===== config.mk =====
export PLATFORM = sky130hd
export DESIGN_NAME = load_store_unit
export DESIGN_NICKNAME = d
export VERILOG_FILES = /design/src/rtl/rv32_pkg.sv /design/src/rtl/lsu_align.sv /design/src/rtl/load_store_unit.sv
export SDC_FILE = /design/constraint.sdc
export NUM_CORES = 1
export LEC_CHECK = 0
export CORE_UTILIZATION = 30
export CTS_BUF_LIST = sky130_fd_sc_hd__clkbuf_16
export DETAILED_ROUTE_END_ITERATION = 8
export GPL_TIMING_DRIVEN = 0
export PLACE_DENSITY = 0.63
export SLEW_MARGIN = 20
export SYNTH_ARGS = -nofsm -noshare
export SYNTH_HDL_FRONTEND = slang
export SYNTH_HIERARCHICAL = 1
export SYNTH_SLANG_ARGS = --single-unit

===== constraint.sdc =====
create_clock -name clk -period 4.1 [get_ports clk]
set_input_delay 0.82 -clock clk [delete_from_list [all_inputs] [get_ports clk]]
set_output_delay 0.82 -clock clk [all_outputs]
set_load 0.01 [all_outputs]

===== src/rtl/rv32_pkg.sv =====
// Shared rv32 definitions: load/store width encodings, LSU state and bus command payload.
package rv32_pkg;

  localparam int unsigned XLEN = 32;
  localparam int unsigned BE_W = XLEN / 8;

  localparam logic [2:0] LS_B  = 3'b000;
  localparam logic [2:0] LS_H  = 3'b001;
  localparam logic [2:0] LS_W  = 3'b010;
  localparam logic [2:0] LS_BU = 3'b100;
  localparam logic [2:0] LS_HU = 3'b101;

  typedef enum logic [1:0] {
    IDLE = 2'd0,
    REQ  = 2'd1,
    DONE = 2'd2
  } lsu_state_t;

  typedef struct packed {
    logic            we;
    logic [XLEN-1:0] addr;
    logic [BE_W-1:0] be;
    logic [XLEN-1:0] wdata;
  } mem_cmd_t;

endpackage


===== src/rtl/lsu_align.sv =====
// Combinational lane logic: byte enables, store data replication, access legality and load extension.
module lsu_align
  import rv32_pkg::*;
(
  input  logic            store,
  input  logic [2:0]      fun3,
  input  logic [1:0]      addr_lo,
  input  logic [XLEN-1:0] wdata,
  input  logic [XLEN-1:0] rdata,
  output logic [BE_W-1:0] be_c,
  output logic [XLEN-1:0] wdata_c,
  output logic            misaligned_c,
  output logic            illegal_c,
  output logic [XLEN-1:0] rdata_c
);

  logic [7:0]  byte_lane;
  logic [15:0] half_lane;

  assign byte_lane = rdata[{addr_lo, 3'b000} +: 8];
  assign half_lane = addr_lo[1] ? rdata[31:16] : rdata[15:0];

  // Store byte enables and lane-replicated write data.
  always_comb begin
    be_c    = '0;
    wdata_c = '0;
    case (fun3)
      LS_B: begin
        be_c    = 4'b0001 << addr_lo;
        wdata_c = {4{wdata[7:0]}};
      end
      LS_H: begin
        be_c    = 4'b0011 << addr_lo;
        wdata_c = {2{wdata[15:0]}};
      end
      LS_W: begin
        be_c    = 4'b1111;
        wdata_c = wdata;
      end
      default: ;
    endcase
  end

  // Unsigned widths exist only for loads; everything outside the table is illegal.
  always_comb begin
    illegal_c = 1'b1;
    case (fun3)
      LS_B, LS_H, LS_W: illegal_c = 1'b0;
      LS_BU, LS_HU:     illegal_c = store;
      default:          illegal_c = 1'b1;
    endcase
  end

  // Halfwords need bit 0 clear, words need both low bits clear.
  assign misaligned_c = ((fun3[1:0] == 2'b01) && addr_lo[0]) ||
                        ((fun3[1:0] == 2'b10) && (addr_lo != 2'b00));

  // Load lane selection with sign or zero extension.
  always_comb begin
    rdata_c = '0;
    case (fun3)
      LS_B:  rdata_c = {{(XLEN-8){byte_lane[7]}}, byte_lane};
      LS_BU: rdata_c = {{(XLEN-8){1'b0}}, byte_lane};
      LS_H:  rdata_c = {{(XLEN-16){half_lane[15]}}, half_lane};
      LS_HU: rdata_c = {{(XLEN-16){1'b0}}, half_lane};
      LS_W:  rdata_c = rdata;
      default: rdata_c = '0;
    endcase
  end

endmodule


===== src/rtl/load_store_unit.sv =====
// Data-memory load/store unit: req/ack bus sequencing, stall generation and error/timeout reporting.
module load_store_unit
  import rv32_pkg::*;
#(
  parameter int unsigned TIMEOUT_CYCLES = 255
) (
  input  logic            clk,
  input  logic            rst_n,
  input  logic            load_i,
  input  logic            store_i,
  input  logic [2:0]      fun3_i,
  input  logic [XLEN-1:0] addr_i,
  input  logic [XLEN-1:0] wdata_i,
  output logic            stall_o,
  output logic            done_o,
  output logic            err_o,
  output logic [XLEN-1:0] rdata_o,
  output logic            mem_req_o,
  output logic            mem_we_o,
  output logic [XLEN-1:0] mem_addr_o,
  output logic [BE_W-1:0] mem_be_o,
  output logic [XLEN-1:0] mem_wdata_o,
  input  logic            mem_ack_i,
  input  logic [XLEN-1:0] mem_rdata_i
);

  localparam int unsigned CNT_W = (TIMEOUT_CYCLES > 1) ? $clog2(TIMEOUT_CYCLES) : 1;
  localparam logic [CNT_W-1:0] CNT_LAST = CNT_W'(TIMEOUT_CYCLES - 1);

  lsu_state_t      state_q, state_d;
  logic [CNT_W-1:0] cnt_q, cnt_d;
  mem_cmd_t        cmd_q, cmd_d;
  logic            req_q, req_d;
  logic [2:0]      fun3_q, fun3_d;
  logic [1:0]      addr_lo_q, addr_lo_d;
  logic            done_q, done_d;
  logic            err_q, err_d;
  logic [XLEN-1:0] rdata_q, rdata_d;

  logic            access;
  logic            in_idle;
  logic            sel_store;
  logic [2:0]      sel_fun3;
  logic [1:0]      sel_addr_lo;
  logic [BE_W-1:0] be_c;
  logic [XLEN-1:0] wdata_c;
  logic            misaligned_c;
  logic            illegal_c;
  logic [XLEN-1:0] rdata_c;

  assign access  = load_i | store_i;
  assign in_idle = (state_q == IDLE);

  // Lane logic sees the live instruction in IDLE and the latched access afterwards.
  assign sel_store   = in_idle ? store_i      : cmd_q.we;
  assign sel_fun3    = in_idle ? fun3_i       : fun3_q;
  assign sel_addr_lo = in_idle ? addr_i[1:0]  : addr_lo_q;

  lsu_align u_align (
    .store        (sel_store),
    .fun3         (sel_fun3),
    .addr_lo      (sel_addr_lo),
    .wdata        (wdata_i),
    .rdata        (mem_rdata_i),
    .be_c         (be_c),
    .wdata_c      (wdata_c),
    .misaligned_c (misaligned_c),
    .illegal_c    (illegal_c),
    .rdata_c      (rdata_c)
  );

  // Next-state and next-output logic for the access sequencer.
  always_comb begin
    state_d   = state_q;
    cnt_d     = cnt_q;
    cmd_d     = cmd_q;
    req_d     = req_q;
    fun3_d    = fun3_q;
    addr_lo_d = addr_lo_q;
    done_d    = 1'b0;
    err_d     = 1'b0;
    rdata_d   = '0;
    case (state_q)
      IDLE: begin
        if (access) begin
          if (misaligned_c || illegal_c) begin
            state_d = DONE;
            done_d  = 1'b1;
            err_d   = 1'b1;
          end else begin
            state_d     = REQ;
            cnt_d       = '0;
            req_d       = 1'b1;
            fun3_d      = fun3_i;
            addr_lo_d   = addr_i[1:0];
            cmd_d.we    = store_i;
            cmd_d.addr  = {addr_i[XLEN-1:2], 2'b00};
            cmd_d.be    = store_i ? be_c : '0;
            cmd_d.wdata = store_i ? wdata_c : '0;
          end
        end
      end
      REQ: begin
        if (mem_ack_i) begin
          state_d  = DONE;
          done_d   = 1'b1;
          req_d    = 1'b0;
          rdata_d  = cmd_q.we ? '0 : rdata_c;
          cmd_d.we = 1'b0;
          cmd_d.be = '0;
        end else if (cnt_q == CNT_LAST) begin
          state_d  = DONE;
          done_d   = 1'b1;
          err_d    = 1'b1;
          req_d    = 1'b0;
          cmd_d.we = 1'b0;
          cmd_d.be = '0;
        end else begin
          cnt_d = cnt_q + CNT_W'(1);
        end
      end
      DONE:    state_d = IDLE;
      default: state_d = IDLE;
    endcase
  end

  // State and registered outputs.
  always_ff @(posedge clk or negedge rst_n) begin
    if (!rst_n) begin
      state_q   <= IDLE;
      cnt_q     <= '0;
      cmd_q     <= '0;
      req_q     <= 1'b0;
      fun3_q    <= '0;
      addr_lo_q <= '0;
      done_q    <= 1'b0;
      err_q     <= 1'b0;
      rdata_q   <= '0;
    end else begin
      state_q   <= state_d;
      cnt_q     <= cnt_d;
      cmd_q     <= cmd_d;
      req_q     <= req_d;
      fun3_q    <= fun3_d;
      addr_lo_q <= addr_lo_d;
      done_q    <= done_d;
      err_q     <= err_d;
      rdata_q   <= rdata_d;
    end
  end

  // Stall drops in DONE so the core advances exactly once per access.
  assign stall_o     = (in_idle && access) || (state_q == REQ);
  assign done_o      = done_q;
  assign err_o       = err_q;
  assign rdata_o     = rdata_q;
  assign mem_req_o   = req_q;
  assign mem_we_o    = cmd_q.we;
  assign mem_addr_o  = cmd_q.addr;
  assign mem_be_o    = cmd_q.be;
  assign mem_wdata_o = cmd_q.wdata;

endmodule

==> run summary <==
chip width -> 144 um
final setup fails -> 0
Clock transition at path regs -> 50 ps
CP endpoint kind -> register
Synth Register Bits -> 117
I/O pins -> 209
Finished Layout Cells -> 1138
CTS Buffer Depth -> 2
routing usage on met2 -> 32.7%
fillcell total -> 1920
Post-CTS Hold Fix Bufs -> 0
later-pin clock latency in the skew report -> 420 ps
clk sinks -> 117
largest net degree at the start of global routing -> 67
Synth cell types -> 56
Async SR Flop Fraction -> 100%
total number of yosys warnings -> 6
static leakage -> 4.03 nW
number of synthesized flops with an enable pin -> 0
top_reg_cell synth -> dfrtp_1
worst path required time -> 4450 ps
crit path max fanout -> 10
number of post-CTS setup repair buffers -> 0
Final Skew -> 6.79 ps
mapped cell area -> 6020 sq um
Seq. cell area -> 2930 sq um
share of cells above drive strength 1 -> 11.3%
Final period util -> 83.3%
GR Layer Usage met3 -> 7.06%
setup TNS -> 0 ps
unrepaired setup endpoints after global routing -> no
vias in the first global route -> 5672
first-pass iteration count of the detailed router -> 5
final hold vios -> 0
DRT antenna net count -> 0
worst hold path class -> in2async
CP Class -> in2reg
I/O Buffers -> 206
DR vias/cell -> 4.89
core area -> 19600 sq um
Cell Rows -> 51
synth-to-layout area growth -> 49.4%
GRT busiest layer -> met2
DIE HEIGHT -> 144 um
global placement routability congestion -> 0.816
gr usage total -> 20.2%
total gr overflow -> 0
PwrDens -> 755 nW/um^2
# H-tree levels -> 4
CTS tree -> built
status -> complete, no violations
Root Driver -> clkbuf_16
Final HPWL DP -> 14.5 mm
Arr. time, crit path -> 3770 ps
maxcap violations -> 0
post-layout min period -> 3420 ps
Via Count -> 5566
total CTS buffers -> 17
Nets -> 966
# DRC -> 0
worst ir drop on vdd -> 0.372 mV
Die ar. -> 20600 sq um
met1 Use GR -> 25.4%
initial antenna violation count -> 0
Slew HR -> 40.3%
Peak Freq -> 0.293 GHz
multi-input combinational cell area -> 2780 sq um
drt first-iter violations -> 260
WL final -> 19.8 mm
CP Launch Type -> primary input
n_diodes -> 0
first-pass GRT wire length -> 30.9 mm
per-cell routed wire length -> 17.4 um
Worst-Margin Slew -> 896 ps
max-slew violation count -> 0
Mapped Avg Cell Area -> 9.51 sq um
Starting Density -> 30.7%
Seq/Total Area, Yosys -> 48.6%
CTS resizes -> 0
Post-Syn Instances -> 633
DP Cell Count -> 1106
==> critical path: stages <==
cell and delay [ps]:
clkdlybuf4s50_1 470, mux2_2 160, buf_4 160, buf_6 170, clkbuf_1 420, o21ai_0 160
o21ai_0 270, nor2_1 140, o211ai_2 190, clkbuf_1 550, a22o_1 250
==> per-layer routing <==
metal / vias up / wire length [um]
li1: 2667 / -
met4: 0 / 232
met3: 17 / 1660
met1: 2668 / 8590
met5: - / 0
met2: 214 / 9290
==> flip-flops by register name, summed over array words and instances, names as in the netlist <==
register	count
addr_lo_q	2
cnt_q	8
done_o	1
err_o	1
fun3_q	3
mem_addr_o	30
mem_be_o	4
mem_req_o	1
mem_wdata_o	32
mem_we_o	1
rdata_o	32
state_q	2
==> cells in the mapped netlist, drive strengths merged (5+ instances only) <==
cell type / number / area share, %
nand2: 147 / 9.2
dfrtp: 117 / 49
a21oi: 58 / 4.8
and2: 42 / 4.4
buf: 35 / 4.0
a22o: 32 / 4.7
a22oi: 27 / 3.6
o21ai: 22 / 1.9
a21o: 17 / 2.1
mux2: 17 / 3.4
a211oi: 16 / 2.0
clkbuf: 15 / 1.0
nand2b: 11 / 1.1
nor2: 11 / 0.98
nor2b: 9 / 0.94
nand3: 7 / 0.58
and3: 5 / 0.54
inv: 5 / 0.31
==> logic make-up (layout without fill, tap and decap cells) <==
| family | after synthesis | after routing | synth area share (%) |
|---|---|---|---|
| compound gates | 195 | 195 | 22.5 |
| fa+ha+maj | 2 | 2 | 0.416 |
| buf+inv | 55 | 294 | 5.28 |
| flops | 117 | 117 | 48.6 |
| mux | 17 | 17 | 3.37 |
| other cells | 1 | 2 | 0.0623 |
| simple gates | 246 | 246 | 19.7 |
==> placed cells by master, fill, tap and decap left out, drive strengths merged, types with 22 or more instances in the layout <==
cell type,n
clkdlybuf4s50,205
nand2,147
dfrtp,117
a21oi,58
and2,42
buf,37
a22o,32
clkbuf,32
a22oi,27
o21ai,22
==> cell type report <==
type	instances	share of cell area (%)
buffer	50	3.32
inverter	5	0.209
tap	265	3.69
timing repair buffer	207	23.2
clock inverter	15	1.39
multi-input combinational	462	30.9
clock buffer	17	4.73
sequential	117	32.5
==> through the flow <==
step           util, %  instance area (sq um)  setup slack (ps)  hold slack (ps)  total power [mW]
2_1_floorplan        -                   6020              1360              442              3.92
5_1_grt           45.9                   9000               500              363              7.31
4_1_cts           45.9                   9000               681              349              6.85
3_3_place_gp      43.0                   8420             -2560              455              5.37
3_5_place_dp      43.1                   8450               251              458              5.40
6_report          45.9                   9000               684              335              6.79
==> path summary, 6_finish.rpt <==
path / from / end / slack (ps) / cells after the start
max: fun3_i[1] / mem_wdata_o[14] / 680 / 11
min: rst_n / mem_addr_o[20] / 340 / 1
max reg2reg: state_q[0] / mem_wdata_o[14] / 780 / 11
min reg2reg: mem_addr_o[4] / mem_addr_o[4] / 470 / 2
max in group asynchronous: rst_n / mem_wdata_o[12] / 3050 / 2
min in group clk: mem_addr_o[4] / mem_addr_o[4] / 470 / 2
==> report_power, final <==
part,switching [mW],leakage [nW],internal (mW)
sequential,0.221,1.55,1.53
combinational,1.99,2.20,1.64
clock,0.535,0.288,0.875
total,2.74,4.03,4.05
Note: power is estimated with default switching activity, not from simulation.
